===== config.mk =====
export PLATFORM = sky130hd
export DESIGN_NAME = btn_press_classifier
export DESIGN_NICKNAME = d
export VERILOG_FILES = /design/src/rtl/btn_press_classifier.sv
export SDC_FILE = /design/constraint.sdc
export NUM_CORES = 1
export LEC_CHECK = 0
export BUFFER_PORTS_ARGS = -buffer_cell sky130_fd_sc_hd__buf_4
export CELL_PAD_IN_SITES_DETAIL_PLACEMENT = 0
export CELL_PAD_IN_SITES_GLOBAL_PLACEMENT = 2
export CORE_MARGIN = 2
export CORE_UTILIZATION = 37
export CTS_CLUSTER_DIAMETER = 100
export DETAILED_ROUTE_END_ITERATION = 7
export HOLD_SLACK_MARGIN = 0.12
export PLACE_DENSITY = 0.89
export REMOVE_ABC_BUFFERS = 1
export SLEW_MARGIN = 20
export SYNTH_ARGS = -nofsm -noshare
export SYNTH_HDL_FRONTEND = slang
export SYNTH_SLANG_ARGS = --single-unit

===== constraint.sdc =====
create_clock -name clk -period 2.2 [get_ports clk]
set_input_delay 0.33 -clock clk [delete_from_list [all_inputs] [get_ports clk]]
set_output_delay 0.33 -clock clk [all_outputs]
set_load 0.03 [all_outputs]

===== src/rtl/btn_press_classifier.sv =====
// btn_press_classifier: turns a debounced button level into single-cycle
// short-press, long-press and double-click pulses.
// Optional feature macro: BTN_REPEAT_EN enables auto-repeat pulses on o_repeat
// while the button is long-held; without it o_repeat is constant 0.
module btn_press_classifier #(
    parameter int LONG_CNT   = 50_000_000,
    parameter int GAP_CNT    = 25_000_000,
    parameter int REPEAT_CNT = 10_000_000,
    parameter int CNT_W      = $clog2((LONG_CNT > GAP_CNT)
                                 ? ((LONG_CNT > REPEAT_CNT) ? LONG_CNT : REPEAT_CNT)
                                 : ((GAP_CNT  > REPEAT_CNT) ? GAP_CNT  : REPEAT_CNT)) + 1
) (
    input  logic clk,
    input  logic rst,
    input  logic i_btn,
    output logic o_short,
    output logic o_long,
    output logic o_double,
    output logic o_repeat,
    output logic o_busy
);

    typedef enum logic [2:0] {
        S_IDLE      = 3'd0,
        S_PRESS1    = 3'd1,
        S_WAIT_GAP  = 3'd2,
        S_PRESS2    = 3'd3,
        S_LONG_HELD = 3'd4
    } state_t;

    localparam logic [CNT_W-1:0] LONG_LAST = CNT_W'(LONG_CNT - 1);
    localparam logic [CNT_W-1:0] GAP_LAST  = CNT_W'(GAP_CNT - 1);
`ifdef BTN_REPEAT_EN
    localparam logic [CNT_W-1:0] REPEAT_LAST = CNT_W'(REPEAT_CNT - 1);
`endif

    state_t           r_state;
    state_t           w_state_nxt;
    logic [CNT_W-1:0] r_cnt;
    logic [CNT_W-1:0] w_cnt_nxt;
    logic [CNT_W-1:0] w_cnt_inc;
    logic             r_btn_q;
    logic             w_rise;
    logic             w_short;
    logic             w_long;
    logic             w_double;
    logic             w_repeat;

    // r_btn_q resets to 1 so a button held through reset never looks like a fresh press.
    assign w_rise    = i_btn & ~r_btn_q;
    assign w_cnt_inc = (r_cnt == {CNT_W{1'b1}}) ? r_cnt : r_cnt + CNT_W'(1);

    // Next-state, counter and event decode; a release always beats a coincident threshold.
    always_comb begin
        w_state_nxt = r_state;
        w_cnt_nxt   = w_cnt_inc;
        w_short     = 1'b0;
        w_long      = 1'b0;
        w_double    = 1'b0;
        w_repeat    = 1'b0;
        case (r_state)
            S_IDLE: begin
                if (w_rise) w_state_nxt = S_PRESS1;
            end
            S_PRESS1: begin
                if (!i_btn) begin
                    w_state_nxt = S_WAIT_GAP;
                end else if (r_cnt == LONG_LAST) begin
                    w_state_nxt = S_LONG_HELD;
                    w_long      = 1'b1;
                end
            end
            S_WAIT_GAP: begin
                if (i_btn) begin
                    w_state_nxt = S_PRESS2;
                end else if (r_cnt == GAP_LAST) begin
                    w_state_nxt = S_IDLE;
                    w_short     = 1'b1;
                end
            end
            S_PRESS2: begin
                if (!i_btn) begin
                    w_state_nxt = S_IDLE;
                    w_double    = 1'b1;
                end
            end
            S_LONG_HELD: begin
                if (!i_btn) begin
                    w_state_nxt = S_IDLE;
`ifdef BTN_REPEAT_EN
                end else if (r_cnt == REPEAT_LAST) begin
                    w_repeat  = 1'b1;
                    w_cnt_nxt = '0;
`endif
                end
            end
            default: w_state_nxt = S_IDLE;
        endcase
        if (w_state_nxt != r_state) w_cnt_nxt = '0;
    end

    // State, counter, edge-detect history and registered event outputs.
    always_ff @(posedge clk) begin
        if (rst) begin
            r_state  <= S_IDLE;
            r_cnt    <= '0;
            r_btn_q  <= 1'b1;
            o_short  <= 1'b0;
            o_long   <= 1'b0;
            o_double <= 1'b0;
            o_repeat <= 1'b0;
            o_busy   <= 1'b0;
        end else begin
            r_state  <= w_state_nxt;
            r_cnt    <= w_cnt_nxt;
            r_btn_q  <= i_btn;
            o_short  <= w_short;
            o_long   <= w_long;
            o_double <= w_double;
            o_repeat <= w_repeat;
            o_busy   <= (w_state_nxt != S_IDLE);
        end
    end

endmodule

; Word level (Yosys, flattened, before mapping)
; Cells that the tools add are included.
[op_classes]
bitwise = 6
muxes = 10
reduce_logical = 7
div = 0
n_shift = 0
multipliers = 0
magnitude_cmp = 0
n_eq_ne = 8
n_addsub = 1
[op_table]
columns = op, count
row1 = $add A27 B1 Y27 const B, 1
row2 = $eq A27 B25 Y1 const B, 1
row3 = $eq A27 B26 Y1 const B, 1
row4 = $eq A27 B27 Y1 const B, 1
row5 = $mux W3, 6
row6 = $pmux W3 S4, 1
row7 = $eq A3 B2 Y1 const B, 2
row8 = $reduce_or A2 Y1, 3
row9 = $reduce_or A3 Y1, 2
row10 = $not A1 Y1, 5
row11 = $eq A3 B1 Y1 const B, 1
row12 = $eq A3 B3 Y1 const B, 1
row13 = $logic_not A3 Y1, 1
row14 = $mux W1, 3
row15 = $ne A3 B3 Y1, 1
row16 = $reduce_bool A3 Y1, 1
row17 = $and A1 B1 Y1, 1
[word_totals]
memories = 0
output_inout_bits = 5
latch_bits = 0
ram_bits = 0
romBits = 0
ff_bits = 35

; Longest topological paths before layout
; Gate-level depths: netlist of run 1.
[depth]
depth_word = 6
ltp_mapped = 8

; Worst setup path after synthesis of run 1
; No wires, ideal clock.
[synth_path]
path_kind = register to register
startpoint = register r_cnt[15]
endpoint = register r_cnt[26]
required_ns = 2.083
path_stages_with_launch = 9
path_slack_ns = 0.348
arrival_time_ns = 1.735
n_path_buf = 3
setup_ns = 0.117
period_less_slack_ns = 1.852
path_cell_list = dfxtp_1 -> buf_6 -> or4b_4 -> nor4_2 -> and3_1 -> or3_1 -> buf_6 -> buf_6 -> nor2_1
[synth_between]
elab_chain_cells = 6
[synth_rtl]
columns = item, line_no
row1 = start: declaration, 39  ; logic [CNT_W-1:0] r_cnt;
row2 = start signal: assignment, 115  ; r_cnt <= w_cnt_nxt;
row3 = $eq A27 B25 Y1 / $eq A27 B26 Y1 (equally long branches), "76, 68"
row4 = "$mux W3, on equally long branches", "76, 68"
row5 = "$mux W3, on equally long branches", "74, 66"
row6 = $pmux W3 S4, 61  ; case (r_state)
row7 = $ne A3 B3 Y1, 99  ; if (w_state_nxt != r_state) w_cnt_nxt = '0;
row8 = $reduce_or A2 Y1 (no line), n/a
; Several ways; a longest one is shown, not always the timed one.
; A chain may end at the register's enable or synchronous reset.

; Worst setup path in the final report of run 1
[layout_path]
startpoint = register r_cnt[2]
endpoint = register r_cnt[25]
; Same word-level chain as after synthesis.

==> insert_results.sql, run 1 <==
INSERT INTO impl_metrics (metric_group, metric, value, unit) VALUES
('status', 'status', 'complete, no violations', ''),
('floorplan', 'num_rows', '25', ''),
('timing', 'setup_violations', '0', ''),
('synthesis', 'dominant_cells_by_area_after_synthesis', 'dfxtp_1 (37%), xnor2_1 (7.5%), nor2_1 (7.0%), and4_1 (4.2%), nand4_1 (3.3%)', ''),
('pwr', 'p_int', '0.889', 'mW'),
('place', 'placedCellCount', '287', ''),
('critical_path', 'endpoint_kind', 'flip-flop', ''),
('synthesis', 'synth.ff_latch_count', '35', ''),
('timing', 'grt_setup_unrepaired', 'no', ''),
('clock_network', 'clock_sinks', '35', ''),
('timing', 'fin_skew', '7.10', 'ps'),
('floorplan', 'fp.dieH', '75.2', 'um'),
('timing', 'final.period_utilization', '89.0', '%'),
('global_routing', 'largest_net_degree_at_the_start_of_global_routing', '28', ''),
('critical_path', 'timing.critical_path.cells', 'and4_1 > and4_1 > nand2_1 > and3_1 > nor3_1', ''),
('final_layout', 'filler_cell_count', '518', ''),
('final_layout', 'layoutNonFillerInstCount', '295', ''),
('pwr', 'ir_drop', '0.364', 'mV'),
('timing', 'final_max_slew_viol_count', '0', ''),
('global_routing', 'initial_antenna_violation_count', '0', ''),
('final_layout', 'final_nets', '231', ''),
('clock_network', 'post_cts.resized_instances', '0', ''),
('final_layout', 'multi_input_comb_area', '0.00108', 'mm^2'),
('pwr', 'pwr-share-seq', '56.1', '%'),
('pwr', 'power_switching', '0.272', 'mW'),
('synthesis', 'syn-instance-count', '223', ''),
('critical_path', 'worst_ep_arrival_time', '2170', 'ps'),
('floorplan', 'placeable_core_region', '0.00482', 'mm^2'),
('pwr', 'combinationalPowerShare', '5.4', '%'),
('critical_path', 'capturing_point_of_the_worst_reg2reg_path', 'r_cnt[25]', ''),
('place', 'dp_worst_setup_slack', '265', 'ps'),
('critical_path', 'critPathSlowestCell', 'and4_1', ''),
('worst_hold_path', 'end_point_of_the_most_critical_hold_path', 'o_busy', ''),
('clock_network', 'cts_buffers', '5', ''),
('routing', 'postRouteWirelength', '3970', 'um'),
('clock_network', 'htree_num_levels', '2', ''),
('final_layout', 'area_delta_synth_final', '8.86', '%'),
('clock_network', 'post-cts-setup-buffer-count', '0', ''),
('worst_hold_path', 'min_from', 'rst', ''),
('routing', 'drt_first_pass_iters', '4', ''),
('routing', 'wire_per_inst', '13.4', 'um'),
('place', 'gp_congestion', '0.726', ''),
('final_layout', 'fraction_of_final_layout_cells_sized_beyond_drive_strength_1', '9.21', '%'),
('clock_network', 'clockRootBuffer', 'clkbuf_8', ''),
('timing', 'final_tns_setup', '0', 'ps'),
('clock_network', 'clock_insertion_delay_worst_skew', '280', 'ps'),
('floorplan', 'floorplan.die.width', '75.2', 'um'),
('floorplan', 'dieArea', '0.00566', 'mm^2'),
('critical_path', 'timing.critical_path.from_type', 'flip-flop', ''),
('timing', 'max_freq', '511', 'MHz'),
('synthesis', 'synth_area_leader_cell', 'dfxtp_1', ''),
('global_routing', 'grt_pass1_wl', '7130', 'um'),
('worst_hold_path', 'hold-path-cell-count', '2', ''),
('pwr', 'power_frac_clock', '38.5', '%'),
('pwr', 'swShare', '23.4', '%'),
('clock_network', 'cts_tree', 'yes', ''),
('clock_network', 'clk_transition_reported_paths', '70', 'ps'),
('run', 'cap_violations', '0', ''),
('synthesis', 'synthDominantCellAreaShare', '37.3', '%'),
('place', 'placement.cell_area', '0.00196', 'mm^2'),
('clock_network', 'ctsHoldBuffers', '0', ''),
('synthesis', 'yosysWarningCount', '0', ''),
('final_layout', 'finish.instance_area', '0.00204', 'mm^2'),
('final_layout', 'fin_util', '42.4', '%'),
('routing', 'drt_drc_violations_left', '0', ''),
('synthesis', 'top_reg_cell_synth', 'dfxtp_1', ''),
('pwr', 'p_leak', '0.667', 'nW'),
('critical_path', 'slowest_delay', '450', 'ps'),
('critical_path', 'worst_ep_required_time', '2410', 'ps'),
('floorplan', 'initial_utilization', '39.0', '%'),
('routing', 'vias', '1542', '');
synth_stat cells (4+ instances only):
master / count
and3_1: 6
nand4_1: 10
a211oi_1: 8
nand3_1: 9
o21ai_0: 5
xnor2_1: 16
a21oi_1: 10
dfxtp_1: 35
nand2_1: 12
nor3_1: 8
clkbuf_1: 5
nor2_1: 35
nand2b_1: 4
and4_1: 9
buf_6: 4
critical path: cells and delay by family, from the launching register on:
family / cells / cell delay, ps
and+or+nand+nor: 5 / 1480
DFF: 1 / 410
worst max path at each step:
stage	slack, ps	from	to
2_1_floorplan	140	r_cnt[15]	r_cnt[25]
6_report	240	r_cnt[2]	r_cnt[25]
3_3_place_gp	280	r_cnt[2]	r_cnt[25]
4_1_cts	250	r_cnt[15]	r_cnt[24]
3_5_place_dp	270	r_cnt[15]	r_cnt[10]
5_1_grt	40	r_cnt[2]	r_cnt[24]
flip-flops by register name (all words and copies together), names as in the netlist:
signal / flops
o_busy: 1
r_btn_q: 1
o_short: 1
r_cnt: 27
r_state: 3
o_double: 1
o_long: 1
routing by layer:
layer | vias to the layer above | GRT usage [%] | wire [um] | part of all wire, %
li1 | 818 | - | - | -
met1 | 706 | 22.9 | 2160 | 54
met2 | 13 | 24.4 | 1660 | 42
met3 | 5 | 4.02 | 105 | 2.6
met4 | 0 | 5.46 | 38 | 0.96
met5 | - | 0 | 0 | 0
logic make-up after synthesis:
| kind of cell | synth area share [%] |
|---|---|
| adder cells (fa/ha/maj) | 0.666 |
| other | 0.200 |
| buffers and inverters | 5.00 |
| flip-flops | 37.3 |
| AO/OA/AOI/OAI | 11.7 |
| AND/OR/NAND/NOR | 35.2 |
| XOR/XNOR | 8.39 |
| multiplexers | 1.60 |
power groups by stage:
| stage | clock network (mW) | logic [mW] | registers (mW) |
|---|---|---|---|
| finish | 0.447 | 0.0625 | 0.652 |
| global route | 0.497 | 0.0706 | 0.653 |
| CTS | 0.470 | 0.0626 | 0.652 |
| detailed placement | 0 | 0.0623 | 0.666 |
| global placement | 0 | 0.0621 | 0.666 |
| floorplan | 0 | 0.0372 | 0.666 |
area by class of cell:
cell class | count | share of cell area [%]
timing repair buffer | 10 | 4.28
tap | 67 | 4.10
inverter | 2 | 0.367
multi-input combinational | 173 | 53.0
sequential | 35 | 34.3
clock buffer | 7 | 3.73
clock inverter | 1 | 0.245
Note: power is estimated with default switching activity, not from simulation.
==> run 2, diff against run 1 <==
--- a/config.mk
+++ b/config.mk
@@ -8,13 +8,13 @@
 export BUFFER_PORTS_ARGS = -buffer_cell sky130_fd_sc_hd__buf_4
 export CELL_PAD_IN_SITES_DETAIL_PLACEMENT = 0
 export CELL_PAD_IN_SITES_GLOBAL_PLACEMENT = 2
+export CORE_ASPECT_RATIO = 2
 export CORE_MARGIN = 2
 export CORE_UTILIZATION = 37
 export CTS_CLUSTER_DIAMETER = 100
 export DETAILED_ROUTE_END_ITERATION = 7
 export HOLD_SLACK_MARGIN = 0.12
 export PLACE_DENSITY = 0.89
-export REMOVE_ABC_BUFFERS = 1
 export SLEW_MARGIN = 20
 export SYNTH_ARGS = -nofsm -noshare
 export SYNTH_HDL_FRONTEND = slang
==> insert_results.sql, run 2 (synthesis results as in run 1) <==
INSERT INTO impl_metrics (metric_group, metric, value, unit) VALUES
('routing', 'final_antenna_net_count', '0', ''),
('critical_path', 'critPathSlowestCell', 'or4_1', ''),
('timing', 'hold_violation_count_in_the_final_report', '0', ''),
('place', 'hpwl', '3350', 'um'),
('clock_network', 'clk_transition_reported_paths', '70', 'ps'),
('place', 'gp_congestion', '0.803', ''),
('clock_network', 'post_cts.resized_instances', '0', ''),
('worst_hold_path', 'holdCritPathClass', 'in -> reg', ''),
('critical_path', 'worst_ep_required_time', '2430', 'ps'),
('global_routing', 'largest_net_degree_at_the_start_of_global_routing', '28', ''),
('critical_path', 'timing.critical_path.max_delay_family', 'simple AND/OR/NAND/NOR gates', ''),
('clock_network', 'cts_tree', 'yes', ''),
('floorplan', 'placeable_core_region', '0.00486', 'mm^2'),
('final_layout', 'fin_util', '41.6', '%'),
('final_layout', 'finish.instance_area', '0.00202', 'mm^2'),
('floorplan', 'initial_utilization', '38.6', '%'),
('routing', 'number_of_drc_markers_after_the_initial_detailed_route_iteration', '28', ''),
('floorplan', 'boundaryPins', '8', ''),
('place', 'placement.cell_area', '0.00194', 'mm^2'),
('timing', 'finalCriticalPeriod', '2030', 'ps'),
('timing', 'final_max_slew_viol_count', '0', ''),
('final_layout', 'antenna_cells_inserted', '0', ''),
('final_layout', 'largest_register_ffs', '27', ''),
('routing', 'drt_first_pass_iters', '4', ''),
('routing', 'vias', '1617', ''),
('timing', 'final_tns_setup', '0', 'ps'),
('clock_network', 'clock_sinks', '35', ''),
('clock_network', 'cts_buffers', '5', ''),
('final_layout', 'top_register', 'r_cnt', ''),
('timing', 'max_freq', '492', 'MHz'),
('final_layout', 'area_delta_synth_final', '7.79', '%'),
('critical_path', 'worst_ep_arrival_time', '2260', 'ps'),
('status', 'status', 'complete, no violations', ''),
('timing', 'setup_violations', '0', ''),
('synthesis', 'synth_fp_nets', '227', ''),
('clock_network', 'ctsHoldBuffers', '0', ''),
('critical_path', 'endpoint_kind', 'flip-flop', ''),
('global_routing', 'grt_pass1_wl', '7780', 'um'),
('clock_network', 'clk_path_buf_depth', '2', ''),
('floorplan', 'floorplan.die.width', '54.4', 'um'),
('pwr', 'p_leak', '0.663', 'nW'),
('timing', 'final.period_utilization', '92.4', '%'),
('routing', 'wire_per_inst', '16.1', 'um'),
('global_routing', 'initial_antenna_violation_count', '0', ''),
('critical_path', 'slowest_delay', '410', 'ps'),
('floorplan', 'num_rows', '36', ''),
('critical_path', 'worst-path-max-fanout', '10', ''),
('clock_network', 'post-cts-setup-buffer-count', '0', ''),
('final_layout', 'layout.cells.most_common_list', 'nor2_1 (35), dfxtp_1 (35), xnor2_1 (16)', ''),
('critical_path', 'worst-setup-path-type', 'reg -> reg', ''),
('clock_network', 'clock_insertion_delay_worst_skew', '290', 'ps'),
('run', 'cap_violations', '0', ''),
('routing', 'detail_route.vias_per_cell', '5.69', ''),
('final_layout', 'filler_cell_count', '488', ''),
('pwr', 'ir_drop', '0.349', 'mV'),
('clock_network', 'clockRootBuffer', 'clkbuf_8', ''),
('final_layout', 'final_nets', '230', ''),
('global_routing', 'overall_global_routing_resource_usage', '18.5', '%'),
('critical_path', 'timing.critical_path.from_type', 'flip-flop', ''),
('final_layout', 'fraction_of_final_layout_cells_sized_beyond_drive_strength_1', '8.81', '%'),
('floorplan', 'fp.dieH', '105', 'um'),
('critical_path', 'critical_path_buf_inv_count', '0', ''),
('clock_network', 'htree_num_levels', '2', ''),
('pwr', 'power-per-cell-area', '579', 'mW/mm^2'),
('timing', 'grt_setup_unrepaired', 'no', ''),
('global_routing', 'vias_in_the_first_global_route', '1631', ''),
('routing', 'drt_drc_violations_left', '0', ''),
('routing', 'postRouteWirelength', '4580', 'um'),
('timing', 'final_critical_path_setup_slack', '166', 'ps'),
('place', 'dp_worst_setup_slack', '216', 'ps'),
('final_layout', 'largestRegisters', 'r_cnt (27), r_state (3)', ''),
('floorplan', 'dieArea', '0.00570', 'mm^2'),
('global_routing', 'globalRoute.totalOverflow', '0', ''),
('place', 'numPortBuffers', '6', ''),
('timing', 'fin_skew', '8.27', 'ps'),
('critical_path', 'timing.critical_path.cells', 'and4_1 > nand4_1 > a21o_1 > or4_1 > a21oi_1', ''),
('pwr', 'post-layout-total-power', '1.17', 'mW');
[run 2: worst register-to-register path: cells and delay by family (launching register included)]
family / cells / cell delay [ps]
AND/OR/NAND/NOR: 3 / 1110
AO/OA/AOI/OAI: 2 / 460
flip-flops: 1 / 400
[run 2: layer usage]
metal	vias up	wire length, um	track usage (%)
li1	819	-	-
met1	764	1750	18.2
met2	21	2600	33.7
met3	13	84	2.71
met4	0	150	10.4
met5	-	0	0
[run 2: report_power, final]
| group | switching (mW) | total (mW) | internal (mW) |
|---|---|---|---|
| clock | 0.235 | 0.457 | 0.222 |
| sequential | 0.0100 | 0.651 | 0.641 |
| combinational | 0.0372 | 0.0627 | 0.0255 |
[run 2: cell type report]
class / instances / area, um^2 / share of cell area (%)
Multi-Input combinational cell: 173 / 1080 / 53.5
Sequential cell: 35 / 701 / 34.6
Timing Repair Buffer: 9 / 80.1 / 3.96
Clock buffer: 7 / 76.3 / 3.77
Tap cell: 57 / 71.3 / 3.52
Inverter: 2 / 7.51 / 0.371
Clock inverter: 1 / 5.00 / 0.247
[run 2: final timing paths]
kind / start / to / slack, ps / cells past startpoint
max reg2reg: r_cnt[2] / r_cnt[23] / 170 / 5
min: rst / o_busy / 250 / 2
max: r_cnt[2] / r_cnt[23] / 170 / 5
min reg2reg: r_cnt[23] / r_cnt[23] / 530 / 2
[run 2: through the flow]
| step | instances | hold slack (ps) |
|---|---|---|
| finish | 284 | 249 |
| global route | 284 | 250 |
| floorplan | 223 | 409 |
| global placement | 276 | 501 |
| detailed placement | 276 | 513 |
| CTS | 284 | 250 |
